## src/rtl/emif_reset_sequencer.sv

```systemverilog
// Sequences EMIF soft reset, calibration wait, stability qualification and system
// reset release, with bounded retries and a sticky FAIL state cleared by sw_restart.
module emif_reset_sequencer #(
  parameter int unsigned NUM_CH            = 1,
  parameter int unsigned RESET_HOLD_CYCLES = 16,
  parameter int unsigned TIMEOUT_CYCLES    = 5000000,
  parameter int unsigned STABLE_CYCLES     = 64,
  parameter int unsigned MAX_RETRIES       = 3
) (
  input  logic              clk,
  input  logic              reset,
  input  logic [NUM_CH-1:0] init_done,
  input  logic [NUM_CH-1:0] cal_success,
  input  logic [NUM_CH-1:0] cal_fail,
  input  logic              sw_restart,
  output logic              emif_reset_n,
  output logic              sys_reset_n,
  output logic [2:0]        state,
  output logic [3:0]        retry_count,
  output logic              fail
);

  localparam int unsigned MAX_HT  = (TIMEOUT_CYCLES > RESET_HOLD_CYCLES) ? TIMEOUT_CYCLES : RESET_HOLD_CYCLES;
  localparam int unsigned MAX_CNT = (MAX_HT > STABLE_CYCLES) ? MAX_HT : STABLE_CYCLES;
  localparam int unsigned CW      = (MAX_CNT > 1) ? $clog2(MAX_CNT) : 1;

  typedef enum logic [2:0] {
    S_IDLE     = 3'd0,
    S_EMIF_RST = 3'd1,
    S_WAIT_CAL = 3'd2,
    S_STABLE   = 3'd3,
    S_RUN      = 3'd4,
    S_FAIL     = 3'd5
  } state_t;

  state_t          state_q, state_d;
  logic [CW-1:0]   cnt_q, cnt_d;
  logic [CW-1:0]   stab_q, stab_d;
  logic [3:0]      retry_q, retry_d;
  logic            emif_d, sys_d, fail_d;
  logic            retry_req;

  logic [NUM_CH-1:0] id_s1, id_s2, cs_s1, cs_s2, cf_s1, cf_s2;
  logic              all_good, any_bad, any_fail;

  // Two-flop synchronizers for the asynchronous calibration status bits
  always_ff @(posedge clk) begin
    if (reset) begin
      id_s1 <= '0; id_s2 <= '0;
      cs_s1 <= '0; cs_s2 <= '0;
      cf_s1 <= '0; cf_s2 <= '0;
    end else begin
      id_s1 <= init_done;   id_s2 <= id_s1;
      cs_s1 <= cal_success; cs_s2 <= cs_s1;
      cf_s1 <= cal_fail;    cf_s2 <= cf_s1;
    end
  end

  assign all_good = &(id_s2 & cs_s2 & ~cf_s2);
  assign any_bad  = |(cf_s2 | ~id_s2);
  assign any_fail = |cf_s2;

  // State, counters and registered outputs
  always_ff @(posedge clk) begin
    if (reset) begin
      state_q      <= S_IDLE;
      cnt_q        <= '0;
      stab_q       <= '0;
      retry_q      <= '0;
      emif_reset_n <= 1'b0;
      sys_reset_n  <= 1'b0;
      fail         <= 1'b0;
    end else begin
      state_q      <= state_d;
      cnt_q        <= cnt_d;
      stab_q       <= stab_d;
      retry_q      <= retry_d;
      emif_reset_n <= emif_d;
      sys_reset_n  <= sys_d;
      fail         <= fail_d;
    end
  end

  // Next-state logic; the timeout counter is frozen while in STABLE
  always_comb begin
    state_d   = state_q;
    cnt_d     = cnt_q;
    stab_d    = stab_q;
    retry_d   = retry_q;
    retry_req = 1'b0;
    case (state_q)
      S_IDLE: begin
        state_d = S_EMIF_RST;
        cnt_d   = '0;
      end
      S_EMIF_RST: begin
        if (cnt_q == CW'(RESET_HOLD_CYCLES - 1)) begin
          state_d = S_WAIT_CAL;
          cnt_d   = '0;
        end else begin
          cnt_d = cnt_q + CW'(1);
        end
      end
      S_WAIT_CAL: begin
        if (all_good) begin
          state_d = S_STABLE;
          stab_d  = '0;
        end else if (any_fail || (cnt_q == CW'(TIMEOUT_CYCLES - 1))) begin
          retry_req = 1'b1;
        end else begin
          cnt_d = cnt_q + CW'(1);
        end
      end
      S_STABLE: begin
        if (!all_good) begin
          state_d = S_WAIT_CAL;
        end else if (stab_q == CW'(STABLE_CYCLES - 1)) begin
          state_d = S_RUN;
        end else begin
          stab_d = stab_q + CW'(1);
        end
      end
      S_RUN: begin
        if (any_bad) retry_req = 1'b1;
      end
      S_FAIL: state_d = S_FAIL;
      default: state_d = S_IDLE;
    endcase

    if (retry_req) begin
      if (retry_q < 4'(MAX_RETRIES)) begin
        retry_d = retry_q + 4'd1;
        state_d = S_EMIF_RST;
        cnt_d   = '0;
      end else begin
        state_d = S_FAIL;
      end
    end

    if (sw_restart) begin
      state_d = S_IDLE;
      retry_d = '0;
      cnt_d   = '0;
      stab_d  = '0;
    end
  end

  // Output decode from the next state so outputs register alongside the state
  always_comb begin
    emif_d = (state_d == S_WAIT_CAL) || (state_d == S_STABLE) || (state_d == S_RUN);
    sys_d  = (state_d == S_RUN);
    fail_d = (state_d == S_FAIL);
  end

  assign state       = state_q;
  assign retry_count = retry_q;

endmodule

```

## config.mk

```make
export PLATFORM = sky130hd
export DESIGN_NAME = emif_reset_sequencer
export DESIGN_NICKNAME = d
export VERILOG_FILES = /design/src/rtl/emif_reset_sequencer.sv
export SDC_FILE = /design/constraint.sdc
export NUM_CORES = 1
export LEC_CHECK = 0
export ABC_CLOCK_PERIOD_IN_PS = 2200
export CORE_MARGIN = 3
export CORE_UTILIZATION = 51
export DETAILED_ROUTE_END_ITERATION = 10
export HOLD_SLACK_MARGIN = 0.06
export PLACE_DENSITY_LB_ADDON = 0.1
export SLEW_MARGIN = 20
export SYNTH_ARGS = -nofsm -noshare
export SYNTH_HDL_FRONTEND = slang
export SYNTH_SLANG_ARGS = --single-unit
```

## constraint.sdc

```tcl
create_clock -name clk -period 2.2 [get_ports clk]
set_clock_uncertainty 0.05 [all_clocks]
set_input_delay 0.33 -clock clk [delete_from_list [all_inputs] [get_ports clk]]
set_output_delay 0.33 -clock clk [all_outputs]
set_load 0.02 [all_outputs]
```

# --- After elaboration in Yosys (flattened, before gate mapping) ---
# Index checks and enable logic that the tools add are counted.
op_classes:
  add_sub_neg: 3
  magnitude_cmp: 1
  reduce_logical: 8
  bitwise: 5
  eq_ne: 15
  n_mux: 22
op_table:
  columns: ["cell", "count"]
  rows:
  - ["$mux 23", 8]
  - ["$pmux 23 s3", 1]
  - ["$add 23x1->23 const B", 2]
  - ["$pmux 23 s2", 1]
  - ["$eq 23x23->1 const B", 1]
  - ["$eq 23x4->1 const B", 1]
  - ["$eq 23x6->1 const B", 1]
  - ["$mux 3", 7]
  - ["$pmux 3 s6", 1]
  - ["$eq 3x2->1 const B", 4]
  - ["$eq 3x3->1 const B", 4]
  - ["$ne 2x2->1 const B", 3]
  - ["$add 4x1->4 const B", 1]
  - ["$lt 4x2->1 const B", 1]
  - ["$reduce_and 4->1", 1]
  - ["$eq 3x1->1 const B", 1]
  - ["$logic_not 3->1", 1]
  - ["$logic_or 1x1->1", 3]
  - ["$mux 1", 3]
  - ["$and 1x1->1", 2]
  - ["$not 1->1", 2]
  - ["$pmux 1 s2", 1]
  - ["$reduce_and 2->1", 1]
  - ["$reduce_bool 2->1", 1]
  - ["other kinds (2)", 2]
totals:
  output_inout_bits: 10
  regBits: 62
  inputBits: 6

# --- Logic depth before layout (Yosys ltp) ---
# Gate-level depths: netlist of the first run.
logic_depth:
  depth_word: 10
  depth_mapped: 8
  mapped_depth_nobuf: 7

# --- Worst setup path before layout of the first run ---
# No wires, ideal clock.
synth_timing:
  path_kind: "register to register"
  from: "register state_q[0], in the netlist state[0]"
  to: "register sys_reset_n"
  t_arrival_ps: 2095
  period_less_slack_ps: 2204
  stages_incl_launch_ff: 7
  path_slack_ps: -4
  n_path_buf: 0
  setup_time_ps: 58
  path_cell_list: "dfxtp_1 or4b_4 nor4_4 and2_1 a221oi_2 or2_1 o21ba_1"
synth_via:
  elab_chain_len: 6
synth_lines:
  columns: ["item", "line_no", "text"]
  rows:
  - ["start: declaration", "36", "state_t state_q, state_d;"]
  - ["start signal: assignment", "74", "state_q <= state_d;"]
  - ["$mux 3", "117", "end else if (stab_q == CW'(STABLE_CYCLES - 1)) begin"]
  - ["$mux 3", "115", "if (!all_good) begin"]
  - ["$pmux 3 s6", "91", "case (state_q)"]
  - ["$mux 3 (*)", "130", "if (retry_req) begin"]
  - ["$mux 3 (*)", "140", "if (sw_restart) begin"]
  - ["$eq 3x3->1 (*)", "151", "sys_d = (state_d == S_RUN);"]
  - ["end signal: assignment", "79", "sys_reset_n <= sys_d;"]
  - ["end: declaration", "17", "output logic sys_reset_n,"]
# Mark *: on every way between the ends. The rest lies on a longest branch, timed or not.
# A chain may end at the register's enable or synchronous reset.

# --- Final worst setup path of the first run ---
layout_timing:
  from: "register stab_q[7]"
  to: "register sys_reset_n"
layout_via:
  elab_chain_len: 7
layout_lines:
  columns: ["item", "line_no", "text"]
  rows:
  - ["start: declaration", "38", "logic [CW-1:0] stab_q, stab_d;"]
  - ["start signal: assignment", "76", "stab_q <= stab_d;"]
  - ["$eq 23x6->1", "117", null]
  - ["$mux 3", "117", null]
  - ["$mux 3", "115", null]
  - ["$pmux 3 s6", "91", null]
  - ["$mux 3", "130", null]
  - ["$mux 3", "140", null]
  - ["$eq 3x3->1", "151", null]
# Every way passes these cells.

==> metrics.md, run 1 <==
| Metric | Value |
|---|---|
| Worst skew pair latency | 0.34 ns |
| Worst setup SP type | flip-flop |
| Vias/cell | 5.74 |
| Cts bufs inserted | 9 |
| Die Span Y | 83.0 µm |
| Fin area | 0.00380 mm² |
| Hold WC Path Type | flip-flop to flip-flop |
| Post-synth EDFFs | 0 |
| Hold endpoint | cs_s2 |
| PwrDens | 621 mW/mm² |
| Crit path capture type | flip-flop |
| Initial antenna violation count | 0 |
| Io pins | 16 |
| CP max FO | 5 |
| Final setup viols | 0 |
| Tcrit/Tclk final | 96.1% |
| Sequential share of the synthesized area | 41.0% |
| MaxCap Viol Count | 0 |
| CTS max path bufs | 2 |
| Cells after synthesis | 360 |
| Largest net degree at the start of global routing | 25 |
| Synth cell types | 48 |
| DP HPWL | 4.73 mm |
| CP peak stage delay | 0.56 ns |
| Reg2reg end | sys_reset_n |
| Post-synth ARST share | 0% |
| CP max stage cell | or4_4 |
| Starting Density | 54.0% |
| First-pass GRT wire length | 12.0 mm |
| Area of the multi-input gates | 0.00179 mm² |
| Synth Flop Type | dfxtp_1 |
| Crit path DAT | 2.35 ns |
| Outcome | finished clean |
| GP Congestion | 0.902 |
| Gr ovfl total | 0 |
| CTS tree | yes |
| Syn Area/Cell | 8.41 µm² |
| Worst hold stages | 1 |
| Final hold violations | 0 |
| Kind of critical path | flip-flop to flip-flop |
| Tightest Pin Transition | 0.464 ns |
| Site row count | 27 |
| Iteration count of the initial detailed-routing pass | 5 |
| Core area | 0.00561 mm² |
| CP required | 2.44 ns |
| Fmax | 473 MHz |
| Slew Limit Fails | 0 |
| Share of post-route cells with drive strength above 1 | 19.3% |
| Cell Area, Synth | 0.00303 mm² |
| Wire per inst | 14.9 µm |
| Fill cells | 483 |
| Diode count | 0 |
| Post-DRT Antenna Nets | 0 |
| Worst-path clk slew | 0.07 ns |
| Final worst slack | 0.0852 ns |
| Die width | 83.0 µm |
| Hold_sp | cs_s1 |
| Final core area utilization | 67.8% |
| Reg area | 0.00124 mm² |
| Die Area | 0.00689 mm² |
| # clock sinks | 62 |
| Slew margin rel. | 69.0% |
| Fin crit period | 2.11 ns |
| Nets@finish | 410 |
| #FFs+latches synth | 62 |
| R2R setup slack | 0.09 ns |
| Port Buffers | 15 |
| Routed Wire Length | 7.11 mm |
| Via Count | 2737 |
| RR Startpoint | stab_q[7] |
| Worst vdd ir | 0.547 mV |
| Crit path cell chain | or4_4, nor4_4, buf_4, and2_4, a221oi_2, or2_1, o21ba_1 |
| Worst slack at placement | 0.0125 ns |
| Root Driver | clkbuf_8 |
| Vias in the first global route | 2618 |
| Area Overhead vs Synth | 25.7% |
| Drc violations | 0 |
| Placed instance area | 0.00342 mm² |
| H-Tree Depth | 3 |
| Mapped Nets | 369 |
| Initial DRC count | 157 |
| All-Layer GR Usage | 21.0% |
| R2R cell count | 7 |
| Yosys warnings | 0 |
| LEAKAGE | 1.32 nW |
==> logic make-up after synthesis <==
family                     count (synthesis)  synth area share, %
and+or+nand+nor                          180                 30.7
AOI/OAI and AO/OA                         65                 16.4
DFF                                       62                 41.0
buffers and inverters                     25                 3.31
xor gates and xnor gates                  23                 6.66
adders and majority gates                  3                 1.24
muxes                                      2                0.661
==> critical path, delay by kind of cell, from the launching register on <==
kind | cells | cell delay (ns)
AO/OA/AOI/OAI | 2 | 0.27
buffers and inverters | 1 | 0.19
flip-flops | 1 | 0.34
AND/OR/NAND/NOR | 4 | 1.21
==> routing by layer <==
layer	vias to the layer above	global-route usage, %	routed length [µm]
met2	45	33.2	3310
met1	1292	27.1	3440
met4	0	9.21	133
met5	-	0	0
li1	1388	-	-
met3	12	5.46	233
==> what timing repair did <==
item                                   in CTS  in global routing
endpoints found under the hold margin       0                  0
pin swaps                                   1                 12
cloned                                      0                  1
hold buffers                                0                  0
buffers inserted                            0                  6
setup endpoints to repair                   3                 37
resized for setup                           2                 19
==> worst max-delay path by stage <==
stage / depth (start not counted) / from / endpoint
after floorplan: 8 / state[1] / cnt_q[15]
final: 7 / stab_q[7] / sys_reset_n
after global placement: 6 / stab_q[11] / sys_reset_n
after global routing: 10 / cnt_q[15] / cnt_q[14]
after CTS: 8 / cnt_q[1] / cnt_q[11]
after detailed placement: 6 / cnt_q[12] / cnt_q[11]
==> final cells by class <==
cell class	count	area share (%)
clock inverter	4	1.84
inverter	7	0.691
sequential	62	32.7
tap	72	2.37
multi-input combinational	273	46.9
clock buffer	11	3.98
timing repair buffer	48	11.4
==> metrics by stage <==
step	cells	setup TNS (ns)	total power, mW	hold slack (ns)
floorplan	360	0	1.21	0.352
global placement	455	0	1.25	0.369
detailed placement	455	0	1.25	0.375
CTS	470	0	2.37	0.390
global route	477	-0.0956	2.45	0.416
finish	477	0	2.36	0.384
==> cells in the mapped netlist (all sizes together), types with 2 or more instances <==
cell	instances	share of area (%)
dfxtp	62	41
xnor2	2	0.58
and3	3	0.66
and4	4	1.2
buf	5	0.83
ha	3	1.2
nor2b	8	1.7
nand2b	3	0.62
nand3	22	3.6
or4	3	0.74
or2	2	0.41
a311oi	19	5.5
nor2	45	5.6
nor3	12	2.0
mux2i	2	0.66
clkbuf	13	1.6
and2	8	1.7
nor4	7	2.4
nand4	10	2.1
or3	5	1.1
o21bai	2	0.50
a211oi	4	1.3
or3b	2	0.58
a31oi	7	1.4
xor2	21	6.1
a41oi	6	1.7
inv	7	0.87
nand2	42	5.2
o21ai	7	1.2
a21oi	11	1.8
==> cells in the final DEF, fill, tap and decap left out, types with 10 or more instances in the layout <==
master	n
a21oi_1	11
a311oi_1	18
buf_4	29
clkbuf_8	11
clkdlybuf4s50_1	15
dfxtp_1	59
nand2_1	42
nand3_1	21
nand4_1	10
nor2_1	44
nor3_1	11
xor2_1	21
==> flip-flops by register name, indices dropped and copies added (netlist names), 3 cells and up <==
name and cells:
cnt_q 23, stab_q 23, retry_count 4, state 3
==> power breakdown <==
group	leakage, nW	internal (mW)	switching (mW)
Sequential	0.502	1.13	0.00378
Clock	0.115	0.690	0.436
Combinational	0.703	0.0493	0.0530
Total	1.32	1.87	0.493
Note: power is estimated with default switching activity, not from simulation.
==> run 2, diff against run 1 <==
HOLD_SLACK_MARGIN = 0.1   (was 0.06)
==> results of run 2 <==
The final DEF is identical to that of run 1; final timing and power are the same.
==> run 3, diff against run 2 <==
CORE_MARGIN = unset   (was 3)
==> run 3 against run 2 <==
Net effect:
- largest cell class unchanged
- maximum frequency shrank 1.5%
- cell count shrank 0.84%
- worst hold slack gained 0.0034 ns
==> metrics.md, run 3 (synthesis results as in run 1) <==
| Metric | Value |
|---|---|
| LEAKAGE | 1.29 nW |
| Final setup viols | 0 |
| Worst hold stages | 1 |
| Fin crit period | 2.15 ns |
| Vias in the first global route | 2453 |
| R2R cell count | 9 |
| Root Driver | clkbuf_8 |
| Port Buffers | 15 |
| Slew margin rel. | 66.0% |
| Reg2reg end | cnt_q[15] |
| Die Span Y | 79.0 µm |
| Met1 Use GR | 30.3% |
| CP peak stage delay | 0.36 ns |
| Worst-path clk slew | 0.07 ns |
| Vias/cell | 5.77 |
| Die width | 79.0 µm |
| Worst vdd ir | 0.421 mV |
| Crit path DAT | 2.32 ns |
| Total Power | 2.13 mW |
| GR peak layer | met2 |
| Wire per inst | 14.2 µm |
| Slew Limit Fails | 0 |
| RR Startpoint | cnt_q[15] |
| # clock sinks | 62 |
| Crit path cell chain | nor4_4, buf_4, nand4_1, nor2_2, o31ai_4, buf_4, buf_12, a41oi_1, a311oi_1 |
| Diode count | 0 |
| Routed Wire Length | 6.70 mm |
| GR met2 Demand/Resource | 34.6% |
| Final worst slack | 0.0536 ns |
| Dpl cells | 455 |
| Fin cells | 473 |
| Hold endpoint | id_s2 |
| CP required | 2.37 ns |
| Tcrit/Tclk final | 97.6% |
| Iteration count of the initial detailed-routing pass | 4 |
| Gr ovfl total | 0 |
| Cts bufs inserted | 9 |
| Post-DRT Antenna Nets | 0 |
| Outcome | finished clean |
| PwrDens | 566 mW/mm² |
| Commonest non-fill, non-tap cell in the layout | dfxtp_1 |
| Hold WC Path Type | flip-flop to flip-flop |
| All-Layer GR Usage | 22.4% |
| Worst setup SP type | flip-flop |
| Area Overhead vs Synth | 24.4% |
| Starting Density | 54.0% |
| Hold_sp | id_s1 |
| Cell repeated most along the worst path | buf_4 |
| Via Count | 2729 |
| Worst skew pair latency | 0.34 ns |
| Met3 GRT Util | 3.45% |
| CP max stage cell | dfxtp_4 |
| Initial DRC count | 159 |
| Post-route setup TNS | 0 ns |
| Most frequent cells in the layout | dfxtp_1, nor2_1, nand2_1, buf_4, nand3_1 |
| Tightest Pin Transition | 0.506 ns |
| Crit path capture type | flip-flop |
| CP max FO | 17 |
| Largest net degree at the start of global routing | 34 |
| Final core area utilization | 67.2% |
| Drc violations | 0 |
| CTS tree | yes |
| Fill cells | 465 |
| MaxCap Viol Count | 0 |
| Share of post-route cells with drive strength above 1 | 18.7% |
| H-Tree Depth | 3 |
| First-pass GRT wire length | 11.0 mm |
| Final hold violations | 0 |
| DP HPWL | 4.54 mm |
| CTS max path bufs | 2 |
| R2R setup slack | 0.05 ns |
| Die Area | 0.00625 mm² |
| RSZ-0062 raised after global routing | true |
| Kind of critical path | flip-flop to flip-flop |
| Core area | 0.00561 mm² |
| Worst slack at placement | 0.0405 ns |
| GP Congestion | 0.830 |
| Io pins | 16 |
| Fmax | 466 MHz |
| Initial antenna violation count | 0 |
| Nets@finish | 407 |
| Site row count | 27 |
## run 3: where the power goes
part	internal (mW)	switching, mW
Sequential	1.13	0.00424
Clock	0.487	0.413
Combinational	0.0463	0.0524
## run 3: worst max-delay path by stage
stage | slack [ns] | startpoint | end
6_report | 0.05 | cnt_q[15] | cnt_q[15]
5_1_grt | -0.04 | stab_q[0] | emif_reset_n
4_1_cts | 0.008 | cnt_q[1] | cnt_q[22]
3_5_place_dp | 0.04 | stab_q[17] | sys_reset_n
3_3_place_gp | 0.08 | cnt_q[1] | cnt_q[15]
2_1_floorplan | 0.1 | state[1] | cnt_q[15]
## run 3: layer usage
| layer | wire length, µm | part of all wire (%) |
|---|---|---|
| met1 | 3230 | 48 |
| met2 | 3110 | 46 |
| met3 | 241 | 3.6 |
| met4 | 125 | 1.9 |
| met5 | 0 | 0 |
## run 3: final cells by class
cell class              instances  area, µm²  area share [%]
multi-input cells             273       1800            47.8
flip-flops and latches         62       1250            33.2
repair buffers                 45        425            11.3
clock buffers                  13        169            4.49
well taps                      72       90.1            2.39
inverters                       7       26.3           0.698
clock inverters                 1       5.00           0.133
## run 3: through the flow
| step | hold WS (ns) | instance area, µm² |
|---|---|---|
| 3_3_place_gp | 0.369 | 3430 |
| 2_1_floorplan | 0.352 | 3030 |
| 3_5_place_dp | 0.377 | 3430 |
| 5_1_grt | 0.410 | 3770 |
| 4_1_cts | 0.392 | 3600 |
| 6_report | 0.387 | 3770 |
## run 3: timing repair
action | CTS | global route
hold buffers | 0 | 0
endpoints found under the setup margin | 0 | 40
setup buffers | 0 | 3
gates resized for setup | 0 | 24
## run 3: critical path, delay by kind of cell, from the launching register on
family                 cells  cell delay (ns)
and+or+nand+nor            3             0.77
buffers and inverters      3             0.48
AOI/OAI and AO/OA          3             0.37
DFF                        1             0.36
